### config.mk
export PLATFORM = sky130hd
export DESIGN_NAME = trail_painter
export DESIGN_NICKNAME = d
export VERILOG_FILES = /design/src/rtl/trail_painter.sv
export SDC_FILE = /design/constraint.sdc
export NUM_CORES = 1
export LEC_CHECK = 0
export ABC_AREA = 1
export BUFFER_PORTS_ARGS = -buffer_cell sky130_fd_sc_hd__clkbuf_2
export CORE_MARGIN = 5
export CORE_UTILIZATION = 40
export DETAILED_ROUTE_END_ITERATION = 6
export MAX_ROUTING_LAYER = met4
export PLACE_DENSITY = 0.63
export SYNTH_ARGS = -nofsm -noshare
export SYNTH_HDL_FRONTEND = slang
export SYNTH_SLANG_ARGS = --single-unit
### constraint.sdc
create_clock -name clk -period 3.1 [get_ports clk]
set_input_delay 0.93 -clock clk [delete_from_list [all_inputs] [get_ports clk]]
set_output_delay 0.93 -clock clk [all_outputs]
set_load 0.005 [all_outputs]
### src/rtl/trail_painter.sv
// trail_painter: two-phase square-trail animation rendered as a registered RGB565 pixel stream
module trail_painter #(
    parameter int          SQ        = 15,
    parameter int          MIN_X     = 6,
    parameter int          MAX_X     = 90,
    parameter int          MIN_Y     = 4,
    parameter int          MAX_Y     = 60,
    parameter int          STEP_A    = 1,
    parameter int          STEP_B    = 2,
    parameter int          DWELL     = 45,
    parameter int          TICK_DIV  = 1666667,
    parameter logic [15:0] COL_A     = 16'h07E0,
    parameter logic [15:0] COL_B     = 16'hF800,
    parameter logic [15:0] COL_BG    = 16'h0000,
    parameter bit          AUTO_LOOP = 1'b0
) (
    input  logic        clk,
    input  logic        reset,
    input  logic        start_a,
    input  logic        start_b,
    input  logic [12:0] pixel_index,
    output logic [15:0] colour,
    output logic        busy,
    output logic [3:0]  state
);
    localparam int XR = MAX_X - SQ;
    localparam int YB = MAX_Y - SQ;
    localparam int CW = $clog2(TICK_DIV + 1);
    localparam int DW = $clog2(DWELL + 1);

    typedef enum logic [3:0] {
        IDLE, A_RIGHT, A_DW1, A_DOWN, A_DW2, A_LEFT, A_DW3, ARMED, B_RIGHT, B_UP, B_LEFT, DONE
    } state_t;

    state_t        st;
    logic [CW-1:0] cnt;
    logic [DW-1:0] dw;
    logic [7:0]    hx, hy;
    logic          prev_a, prev_b, pend_a, pend_b;
    logic          tick, rise_a, rise_b, dw_end;
    logic [7:0]    step, inc_x, dec_x, inc_y, dec_y;

    assign tick   = cnt == CW'(TICK_DIV - 1);
    assign rise_a = start_a & ~prev_a;
    assign rise_b = start_b & ~prev_b;
    assign dw_end = dw == DW'(DWELL - 1);
    assign step   = (st inside {B_RIGHT, B_UP, B_LEFT}) ? 8'(STEP_B) : 8'(STEP_A);
    // Saturate in 9 bits so the clamp is applied before the head register ever sees the value
    assign inc_x  = ({1'b0, hx} + {1'b0, step} >= 9'(XR)) ? 8'(XR) : hx + step;
    assign dec_x  = ({1'b0, hx} <= 9'(MIN_X) + {1'b0, step}) ? 8'(MIN_X) : hx - step;
    assign inc_y  = ({1'b0, hy} + {1'b0, step} >= 9'(YB)) ? 8'(YB) : hy + step;
    assign dec_y  = ({1'b0, hy} <= 9'(MIN_Y) + {1'b0, step}) ? 8'(MIN_Y) : hy - step;
    assign busy   = !(st inside {IDLE, ARMED});
    assign state  = st;

    always_ff @(posedge clk or posedge reset) begin
        if (reset) begin
            st     <= IDLE;
            hx     <= 8'(MIN_X);
            hy     <= 8'(MIN_Y);
            cnt    <= '0;
            dw     <= '0;
            prev_a <= 1'b0;
            prev_b <= 1'b0;
            pend_a <= 1'b0;
            pend_b <= 1'b0;
        end else begin
            cnt    <= tick ? '0 : cnt + 1'b1;
            prev_a <= start_a;
            prev_b <= start_b;
            // A request only survives while the state that can consume it is current
            pend_a <= (st == IDLE && !(tick && pend_a)) ? (pend_a | rise_a) : 1'b0;
            pend_b <= (st == ARMED && !(tick && pend_b)) ? (pend_b | rise_b) : 1'b0;
            if (tick) begin
                case (st)
                    IDLE: if (pend_a) begin
                        st <= A_RIGHT;
                        hx <= 8'(MIN_X);
                        hy <= 8'(MIN_Y);
                    end
                    A_RIGHT, B_RIGHT: if (hx < 8'(XR)) hx <= inc_x;
                        else st <= (st == A_RIGHT) ? A_DW1 : B_UP;
                    A_DOWN: if (hy < 8'(YB)) hy <= inc_y;
                        else st <= A_DW2;
                    B_UP: if (hy > 8'(MIN_Y)) hy <= dec_y;
                        else st <= B_LEFT;
                    A_LEFT, B_LEFT: if (hx > 8'(MIN_X)) hx <= dec_x;
                        else st <= (st == A_LEFT) ? A_DW3 : DONE;
                    A_DW1, A_DW2, A_DW3, DONE: begin
                        dw <= dw_end ? '0 : dw + 1'b1;
                        if (dw_end) begin
                            case (st)
                                A_DW1: st <= A_DOWN;
                                A_DW2: st <= A_LEFT;
                                A_DW3: begin
                                    st <= ARMED;
                                    hx <= 8'(MIN_X);
                                    hy <= 8'(YB);
                                end
                                default: begin
                                    st <= AUTO_LOOP ? A_RIGHT : IDLE;
                                    hx <= 8'(MIN_X);
                                    hy <= 8'(MIN_Y);
                                end
                            endcase
                        end
                    end
                    ARMED: if (pend_b) st <= B_RIGHT;
                    default: st <= IDLE;
                endcase
            end
        end
    end

    int          r, c, x, y;
    logic        in_t, in_r, in_b, in_p, sq_s, sq_e, pa, pb;
    logic [15:0] nxt;

    always_comb begin
        r    = int'(pixel_index) / 96;
        c    = int'(pixel_index) % 96;
        x    = int'(hx);
        y    = int'(hy);
        in_t = r >= MIN_Y && r < MIN_Y + SQ && c >= MIN_X && c < MAX_X;
        in_r = c >= XR && c < MAX_X && r >= MIN_Y && r < MAX_Y;
        in_b = r >= YB && r < MAX_Y && c >= MIN_X && c < MAX_X;
        in_p = in_t || in_r || in_b;
        sq_s = r >= MIN_Y && r < MIN_Y + SQ && c >= MIN_X && c < MIN_X + SQ;
        sq_e = r >= YB && r < YB + SQ && c >= MIN_X && c < MIN_X + SQ;
        pa   = (st inside {ARMED, B_RIGHT, B_UP, B_LEFT}) ? in_p : 1'b0;
        pb   = 1'b0;
        case (st)
            IDLE:           pa = sq_s;
            A_RIGHT, A_DW1: pa = in_t && c < x + SQ;
            A_DOWN, A_DW2:  pa = in_t || (in_r && r < y + SQ);
            A_LEFT, A_DW3:  pa = in_t || in_r || (in_b && c >= x);
            ARMED:          pb = sq_e;
            B_RIGHT:        pb = in_b && c < x + SQ;
            B_UP:           pb = in_b || (in_r && r >= y);
            B_LEFT:         pb = in_b || in_r || (in_t && c >= x);
            DONE:           pb = in_p;
            default:        pb = 1'b0;
        endcase
        nxt = (pixel_index >= 13'd6144) ? COL_BG : pb ? COL_B : pa ? COL_A : COL_BG;
    end

    always_ff @(posedge clk or posedge reset) begin
        if (reset) colour <= COL_BG;
        else colour <= nxt;
    end
endmodule

==> impl_metrics.json, run 1 <==
{
  "critPathSlowestCell": "nand4_1",
  "setup_tns_ns": -3.463,
  "grt_pass1_vias": 5493,
  "drt_first_pass_iters": 5,
  "rsz0062_at_grt": "yes",
  "min_path_cells": 1,
  "grt_pass1_wl_um": 25840,
  "power.total_mw": 2.233,
  "tightest_slew_ns": 0.7014,
  "cts_tree": "yes",
  "detailed_place.area_mm2": 0.006693,
  "hold_violations": 0,
  "holdWs_ns": 0.4876,
  "timing.rr.start": "state[3]",
  "gp_congestion": 0.9378,
  "viasPerCell": 5.041,
  "layout.nets": 1040,
  "fillCellCount": 1478,
  "start_util_pct": 40.69,
  "num_antenna_cells": 0,
  "slowest_delay_ns": 0.25,
  "p_leak_nw": 3.642,
  "chipWidth_um": 131.6,
  "peakVddDrop_mv": 0.2138,
  "synth_area_mm2": 0.005914,
  "design_area_mm2": 0.007226,
  "maxSlewViolCount": 0,
  "htree_levels": 2,
  "hold_end": "cnt[19]",
  "clockRootBuffer": "clkbuf_16",
  "met1_usage_pct": 23.84,
  "ys_seq_area_share_pct": 22.49,
  "multi_input_area_mm2": 0.004140,
  "netlist_top_cells_area": "dfrtp_1 21%, ha_1 11%, inv_1 9.0%",
  "clock_latency_ns": 0.30,
  "dr_total_vias": 5807,
  "antenna_left": 0,
  "dieArea_mm2": 0.01732,
  "pin_count": 38,
  "finalCritPeriodShare_pct": 156.5,
  "power_density_mw_per_mm2": 309.0,
  "ys_async_sr_fraction_pct": 100.0,
  "fin_crit_ns": 4.850,
  "die_h_um": 131.6,
  "grt_max_degree": 27,
  "route.detailed.drc": 0,
  "yosysTopAreaCell": "dfrtp_1",
  "overflow": 0,
  "wl_per_cell_um": 12.98,
  "met2_usage_pct": 28.84,
  "synth_top_area_share_pct": 21.16,
  "hold_path_startpoint": "cnt[19]",
  "use_met3_pct": 2.255,
  "timing.rr.end": "hx[0]",
  "seq_area_mm2": 0.001330,
  "crit_family": "simple AND/OR/NAND/NOR gates",
  "maxCapViolations": 0,
  "clock_path_buffers": 2,
  "slew_headroom_pct": 52.75,
  "cts_made_buffers": 5,
  "synthCells": 871,
  "wl_um": 14950,
  "avgSynthCellArea_um2": 6.790,
  "synth_seq_cells": 53,
  "worst_clock_skew_ns": 0.007541,
  "synth_warnings": 0,
  "synth-edff-count": 0,
  "cp-start-kind": "input port",
  "crit_start": "pixel_index[11]",
  "core_mm2": 0.01453,
  "dr.first_iter.drc_count": 327,
  "rows": 44,
  "critPathRequiredTime_ns": 3.29,
  "synthDistinctLibCells": 53,
  "cpMostUsedCell": "nand2_2",
  "path_class": "in -> reg",
  "place_ws_ns": -2.222,
  "holdCritPathClass": "reg -> reg",
  "fmax_ghz": 0.2062,
  "violations": "negative setup slack",
  "status": "finished with violations",
  "antenna_found_initial": 0,
  "clock_sinks": 53,
  "rrSetupSlack_ns": 0.21,
  "hpwlAfterDp_um": 11910,
  "hold_buffers": 0,
  "critPathBufInv": 7,
  "synth_ff_type": "dfrtp_1",
  "clkSlewWorstSetupHoldPaths_ns": 0.07,
  "port_buffers": 32,
  "cp-end-kind": "register",
  "setup_ws_ns": -1.750,
  "area_growth_pct": 22.17,
  "grt_util_all_layers_pct": 17.65,
  "crit_fanout": 5,
  "drive_above_1_share_pct": 24.07,
  "crit_arrival_ns": 5.05,
  "grt-busiest-layer": "met2",
  "setup_violations": 2,
  "r2r.worst_path.cells": 18
}
power breakdown:
part / internal [mW] / leakage, nW / switching, mW
Clock: 0.301 / 0.0738 / 0.262
Combinational: 0.444 / 2.86 / 0.532
Sequential: 0.693 / 0.705 / 0.000745
Total: 1.44 / 3.64 / 0.795
worst max path at each step:
stage,to,cells past startpoint,slack [ns]
final,colour[10],43,-1.75
after global routing,colour[10],43,-2.21
after CTS,colour[10],43,-1.79
after detailed placement,colour[10],39,-2.22
after global placement,colour[10],43,-2.17
after floorplan,colour[10],43,-1.81
worst register-to-register path, cell delays in order (launching register included):
cell and delay (ns):
dfrtp_1 0.37, inv_1 0.08, nor2_2 0.05, inv_1 0.07
nor2_1 0.06, inv_2 0.10, ha_1 0.18, inv_1 0.05
fa_1 0.37, or2_2 0.35, nor2_4 0.15, xor2_2 0.18
o21ai_0 0.11, nor2_1 0.12, o21ai_2 0.10, o21ai_0 0.16
o21ai_0 0.10, nand2_1 0.06, o21ai_0 0.09
layout by cell type, fill, tap and decap left out, types with 9 or more instances in the layout:
master      n
nand2_1   127
o21ai_0    47
ha_1       45
nand4_1    22
inv_1     136
nand3_2    11
nand3_4     9
nand2_2    24
a21oi_1    35
dfrtp_1    50
nor2_1    100
buf_4      76
xor2_1     23
clkbuf_2   30
inv_2      17
nand3_1    49
nor3_1     27
state kept, by name, indices dropped and copies added (netlist names), 2 cells and up:
register  flops
cnt          21
hx            8
hy            8
dw            6
state         4
colour        2
area by class of cell:
type	instances	share of cell area [%]
clock buffers	5	1.732
clock inverters	3	0.3117
inverters	157	8.208
multi-input cells	639	57.30
flip-flops and latches	53	18.41
well taps	184	3.186
repair buffers	111	10.86
per-stage QoR:
stage,std cells,utilization (%)
2_1_floorplan,875,-
3_3_place_gp,1133,46.05
3_5_place_dp,1133,46.05
4_1_cts,1148,47.80
5_1_grt,1152,49.72
6_report,1152,49.72
cell usage after synthesis (3+ instances only):
library cell	count
clkinv_1	4
buf_4	15
xor2_1	24
o32ai_1	3
nor2_1	104
dfstp_2	3
nand3_4	6
fa_1	5
a31oi_1	8
nand3_2	7
nor2_4	4
or2_2	5
inv_2	10
xnor2_1	5
nand3_1	56
a21oi_1	37
o21bai_1	3
o211ai_1	3
nand4_1	22
dfrtp_1	50
nand2_2	18
nor2_2	5
o21ai_1	3
o21ai_0	51
ha_1	51
nand2_1	138
o22ai_1	5
inv_1	142
clkbuf_1	10
nor4_1	9
nor3_1	29
a211oi_1	8
cell families after synthesis:
kind of cell | Yosys count | synth area share (%)
compound gates | 136 | 13.45
xor+xnor | 30 | 4.675
fa+ha+maj | 56 | 12.48
buf+inv | 183 | 12.61
flops | 53 | 22.49
other cells | 1 | 0.06340
simple gates | 412 | 34.23
routing by layer:
layer | share of wire, % | up-vias
met5 | 0 | -
met4 | 1.3 | 0
met1 | 47 | 2630
li1 | - | 3046
met2 | 48 | 114
met3 | 3.7 | 17
repair_timing:
action / CTS / global route
endpoints found under the setup margin: 2 / 15
pin swaps: 7 / 26
gates cloned: 0 / 0
gates resized for setup: 16 / 59
setup buffers: 7 / 4
Power figures use the tool's default switching activity.
==> inputs of run 2 (changes only) <==
--- a/config.mk
+++ b/config.mk
@@ -8,10 +8,10 @@
 export ABC_AREA = 1
 export BUFFER_PORTS_ARGS = -buffer_cell sky130_fd_sc_hd__clkbuf_2
 export CORE_MARGIN = 5
-export CORE_UTILIZATION = 40
+export CORE_UTILIZATION = 45
 export DETAILED_ROUTE_END_ITERATION = 6
 export MAX_ROUTING_LAYER = met4
-export PLACE_DENSITY = 0.63
+export PLACE_DENSITY = 0.68
 export SYNTH_ARGS = -nofsm -noshare
 export SYNTH_HDL_FRONTEND = slang
 export SYNTH_SLANG_ARGS = --single-unit
==> run 2 against run 1 <==
Compared with the run above: the flow still finishes with violations (negative setup slack); worst hold slack worse by 0.0032 ns; flip-flop and latch count stayed put; critical path depth is 3 lower; core utilization is 6.6 points higher; via count is 0.29% higher; sequential share of layout area is 0.077 points higher; clock skew is 0.0019 ns lower; largest power group unchanged.
==> impl_metrics.json, run 2 (synthesis results as in run 1) <==
{
  "status": "finished with violations",
  "violations": "negative setup slack",
  "grt_pass1_wl_um": 25400,
  "p_int_mw": 1.507,
  "chipWidth_um": 124.6,
  "cts_made_buffers": 5,
  "maxSlewViolCount": 0,
  "drive_above_1_share_pct": 23.76,
  "fin_crit_ns": 4.886,
  "p_leak_nw": 3.629,
  "final_common_cell": "inv_1",
  "core_mm2": 0.01277,
  "fmax_ghz": 0.2047,
  "tightest_slew_ns": 0.5508,
  "cp-start-kind": "input port",
  "power_density_mw_per_mm2": 318.5,
  "cp-end-kind": "register",
  "htree_levels": 2,
  "area_growth_pct": 21.66,
  "clock_sinks": 53,
  "pin_count": 38,
  "clkSlewWorstSetupHoldPaths_ns": 0.07,
  "cts_tree": "yes",
  "layout_common_cells": "137 x inv_1, 126 x nand2_1, 101 x nor2_1, 71 x buf_4",
  "dr.first_iter.drc_count": 371,
  "rows": 41,
  "switching_power_uw": 784.5,
  "hold_violations": 0,
  "grt_pass1_vias": 5474,
  "place_ws_ns": -2.261,
  "comb_power_share_pct": 42.1,
  "dieArea_mm2": 0.01554,
  "critPathSlowestCell": "ha_4",
  "layout.nets": 1036,
  "power.share.switching_pct": 34.23,
  "largest_register": "cnt",
  "rrSetupSlack_ns": 0.24,
  "maxCapViolations": 0,
  "rsz0062_at_grt": "yes",
  "setup_ws_ns": -1.786,
  "clock_latency_ns": 0.29,
  "wl_um": 14860,
  "critPathRequiredTime_ns": 3.29,
  "crit_arrival_ns": 5.08,
  "holdWs_ns": 0.4844,
  "p_seq_share_pct": 30.3,
  "clock_path_buffers": 2,
  "viasPerCell": 5.127,
  "finalCritPeriodShare_pct": 157.6,
  "holdCritPathClass": "reg -> reg",
  "hpwlAfterDp_um": 11740,
  "power.total_mw": 2.292,
  "clockRootBuffer": "clkbuf_16",
  "slowest_delay_ns": 0.23,
  "grt_util_all_layers_pct": 19.38,
  "antenna_left": 0,
  "overflow": 0,
  "wl_per_cell_um": 13.08,
  "slew_headroom_pct": 62.94,
  "reg_top3": "cnt x21, hx x8, hy x8",
  "peakVddDrop_mv": 0.2074,
  "worst_clock_skew_ns": 0.005666,
  "grt_max_degree": 29,
  "crit_fanout": 5,
  "port_buffers": 32,
  "setup_violations": 2,
  "num_antenna_cells": 0,
  "fillCellCount": 1202,
  "drt_first_pass_iters": 5,
  "antenna_found_initial": 0,
  "hold_buffers": 0,
  "cpMostUsedCell": "nand2_2",
  "start_util_pct": 46.30,
  "largest_reg_flops": 21,
  "pwr-share-clk_pct": 27.7,
  "path_class": "in -> reg",
  "die_h_um": 124.6,
  "gp_congestion": 0.9508,
  "route.detailed.drc": 0,
  "dr_total_vias": 5824
}
==> run 2: power groups by stage <==
| stage | Clock [mW] | Sequential (mW) | Combinational (mW) |
|---|---|---|---|
| floorplan | 0 | 0.707 | 0.553 |
| global placement | 0 | 0.707 | 0.821 |
| detailed placement | 0 | 0.707 | 0.823 |
| CTS | 0.654 | 0.693 | 0.907 |
| global route | 0.681 | 0.693 | 1.09 |
| finish | 0.634 | 0.694 | 0.965 |
==> run 2: worst paths after layout <==
check                           startpoint    endpoint  cells after the start
max                        pixel_index[11]  colour[10]                     40
min                                 cnt[0]      cnt[0]                      1
max reg2reg                       state[3]       hy[4]                     19
min reg2reg                         cnt[0]      cnt[0]                      1
max in group asynchronous            reset       hy[2]                      3
min in group asynchronous            reset     cnt[15]                      2
==> run 2: area by class of cell <==
| type | count | area, µm² | share of cell area [%] |
|---|---|---|---|
| sequential | 53 | 1330 | 18.48 |
| clock inverter | 3 | 46.29 | 0.6434 |
| tap | 172 | 215.2 | 2.991 |
| clock buffer | 5 | 125.1 | 1.739 |
| timing repair buffer | 107 | 767.0 | 10.66 |
| inverter | 157 | 590.6 | 8.207 |
| multi-input combinational | 639 | 4121 | 57.28 |
==> run 2: stage by stage <==
stage          TNS, ns  utilization [%]  cell area, µm²  instances
3_5_place_dp    -4.418            52.20            6668       1118
5_1_grt         -4.419            56.33            7196       1136
3_3_place_gp    -4.371            52.20            6668       1118
6_report        -3.476            56.33            7196       1136
2_1_floorplan   -5.122                -            5947        875
4_1_cts         -3.507            54.66            6982       1132
==> run 2: metal layers <==
layer	global-route usage (%)	up-vias	routed length [µm]
li1	-	3036	-
met2	30.95	115	6859
met3	2.744	23	594
met4	3.868	0	225
met5	-	-	0
met1	26.38	2650	7177
==> run 2: what timing repair did <==
action | CTS | global route
resized for setup | 22 | 50
setup buffers | 6 | 4
endpoints found under the setup margin | 2 | 17
pin swaps | 10 | 15
==> run 2: critical path: cells and delay by family <==
kind | cells | cell delay (ns)
fa+ha+maj | 2 | 0.46
buf+inv | 6 | 0.36
simple gates | 26 | 2.50
compound gates | 6 | 0.80
==> inputs of run 3 (changes only) <==
--- a/config.mk
+++ b/config.mk
@@ -9,6 +9,7 @@
 export BUFFER_PORTS_ARGS = -buffer_cell sky130_fd_sc_hd__clkbuf_2
 export CORE_MARGIN = 5
 export CORE_UTILIZATION = 45
+export CTS_CLUSTER_DIAMETER = 40
 export DETAILED_ROUTE_END_ITERATION = 6
 export MAX_ROUTING_LAYER = met4
 export PLACE_DENSITY = 0.68
==> constraint.sdc (replaced) <==
create_clock -name clk -period 4.02 [get_ports clk]
set_input_delay 1.206 -clock clk [delete_from_list [all_inputs] [get_ports clk]]
set_output_delay 1.206 -clock clk [all_outputs]
set_load 0.005 [all_outputs]
==> run 3 against run 2 <==
Compared with the run above: die area is the same; power shrank 23%; core utilization shrank 0.99 points; clock power shrank 31%; critical endpoint unchanged; the run still ends with negative setup slack left.
==> impl_metrics.json, run 3 (synthesis results as in run 1) <==
{
  "crit_start": "pixel_index[11]",
  "cts_made_buffers": 5,
  "chipWidth_um": 124.6,
  "crit_arrival_ns": 5.33,
  "layout.nets": 1024,
  "seq_area_mm2": 0.001330,
  "grt_pass1_vias": 5234,
  "multi_input_area_mm2": 0.004123,
  "clock_latency_ns": 0.30,
  "setup_violations": 2,
  "clock_sinks": 53,
  "dieArea_mm2": 0.01554,
  "rsz0062_at_grt": "yes",
  "power.total_mw": 1.756,
  "worst_clock_skew_ns": 0.008008,
  "antenna_found_initial": 0,
  "dr_total_vias": 5764,
  "met1_usage_pct": 26.21,
  "layout_common_cells": "137 x inv_1, 127 x nand2_1, 103 x nor2_1, 59 x buf_4",
  "pin_count": 38,
  "use_met3_pct": 3.087,
  "area_growth_pct": 19.53,
  "grt_pass1_wl_um": 24430,
  "switching_power_uw": 622.4,
  "hold_buffers": 0,
  "p_int_mw": 1.133,
  "antenna_left": 0,
  "cp.depth": 41,
  "timing.rr.end": "hy[1]",
  "crit_fanout": 4,
  "hpwlAfterDp_um": 11450,
  "tightest_slew_ns": 0.6985,
  "gp_congestion": 0.9835,
  "design_area_mm2": 0.007069,
  "overflow": 0,
  "grt_max_degree": 32,
  "wl_per_cell_um": 13.15,
  "drt_first_pass_iters": 5,
  "crit_family": "simple AND/OR/NAND/NOR gates",
  "die_h_um": 124.6,
  "final_common_cell": "inv_1",
  "critPathBufInv": 7,
  "holdCritPathClass": "reg -> reg",
  "detailed_place.area_mm2": 0.006543,
  "num_antenna_cells": 0,
  "setup_ws_ns": -1.109,
  "met2_usage_pct": 29.64,
  "cp-end-kind": "register",
  "rrSetupSlack_ns": 0.69,
  "slew_headroom_pct": 53.26,
  "start_util_pct": 46.30,
  "slowest_delay_ns": 0.22,
  "fillCellCount": 1212,
  "clockRootBuffer": "clkbuf_16",
  "largest_reg_flops": 21,
  "status": "finished with violations",
  "min_path_cells": 1,
  "instances_no_fill": 1124,
  "wl_um": 14780,
  "post-route-util_pct": 55.34,
  "pwr-share-clk_pct": 24.8,
  "critPathSlowestCell": "ha_4",
  "clock_path_buffers": 2,
  "grt-busiest-layer": "met2",
  "place_ws_ns": -1.534,
  "maxSlewViolCount": 0,
  "critPathRequiredTime_ns": 4.22,
  "route.detailed.drc": 0,
  "cp-start-kind": "input port",
  "clkSlewWorstSetupHoldPaths_ns": 0.07,
  "hold_violations": 0,
  "path_class": "in -> reg",
  "peakVddDrop_mv": 0.1711,
  "r2r.worst_path.cells": 17,
  "timing.rr.start": "state[0]",
  "comb_power_share_pct": 44.8,
  "rows": 41,
  "viasPerCell": 5.128,
  "power.share.switching_pct": 35.45,
  "drive_above_1_share_pct": 21.85,
  "violations": "negative setup slack",
  "reg_top3": "cnt x21, hx x8, hy x8",
  "p_leak_nw": 3.541,
  "place_inst": 1103,
  "grt_util_all_layers_pct": 18.85,
  "core_mm2": 0.01277,
  "maxCapViolations": 0,
  "cp-endpoint": "colour[10]",
  "port_buffers": 32,
  "p_seq_share_pct": 30.5,
  "largest_register": "cnt",
  "fmax_ghz": 0.1950,
  "cpMostUsedCell": "nand2_2",
  "dr.first_iter.drc_count": 355,
  "fin_crit_ns": 5.129,
  "finalCritPeriodShare_pct": 127.6,
  "htree_levels": 2,
  "cts_tree": "yes",
  "power_density_mw_per_mm2": 248.4
}
run 3: layer usage:
metal / part of all wire (%) / vias to the layer above / routed length, µm
met5: 0 / - / 0
met4: 0.90 / 0 / 133
met3: 4.2 / 11 / 616
met2: 47 / 119 / 6950
met1: 48 / 2630 / 7081
li1: - / 3004 / -
run 3: worst min-delay path by stage:
| stage | slack [ns] | from | end |
|---|---|---|---|
| finish | 0.50 | cnt[0] | cnt[0] |
| global route | 0.52 | cnt[19] | cnt[19] |
| CTS | 0.50 | cnt[0] | cnt[0] |
| detailed placement | 0.48 | cnt[0] | cnt[0] |
| global placement | 0.48 | cnt[0] | cnt[0] |
| floorplan | 0.45 | cnt[0] | cnt[0] |
run 3: final cells by class:
| cell class | count | area share (%) |
|---|---|---|
| clock buffer | 5 | 1.770 |
| clock inverter | 3 | 0.3009 |
| inverter | 157 | 8.354 |
| multi-input combinational | 639 | 58.32 |
| sequential | 53 | 18.81 |
| tap | 172 | 3.044 |
| timing repair buffer | 95 | 9.398 |
run 3: what timing repair did:
item | in CTS | in global routing
hold endpoints to repair | 0 | 0
resized for setup | 22 | 37
endpoints found under the setup margin | 2 | 2
pin swaps | 12 | 21
buffers inserted | 6 | 7
run 3: metrics by stage:
| stage | TNS, ns | hold slack (ns) |
|---|---|---|
| final | -2.144 | 0.4987 |
| after global routing | -2.862 | 0.5228 |
| after CTS | -2.184 | 0.4959 |
| after detailed placement | -2.977 | 0.4810 |
| after global placement | -2.792 | 0.4804 |
| after floorplan | -2.259 | 0.4529 |
run 3: power by group through the flow:
stage,Sequential [mW],Combinational [mW],Clock (mW)
2_1_floorplan,0.545,0.427,0
3_3_place_gp,0.545,0.630,0
3_5_place_dp,0.545,0.635,0
4_1_cts,0.535,0.689,0.451
5_1_grt,0.535,0.874,0.477
6_report,0.535,0.786,0.435
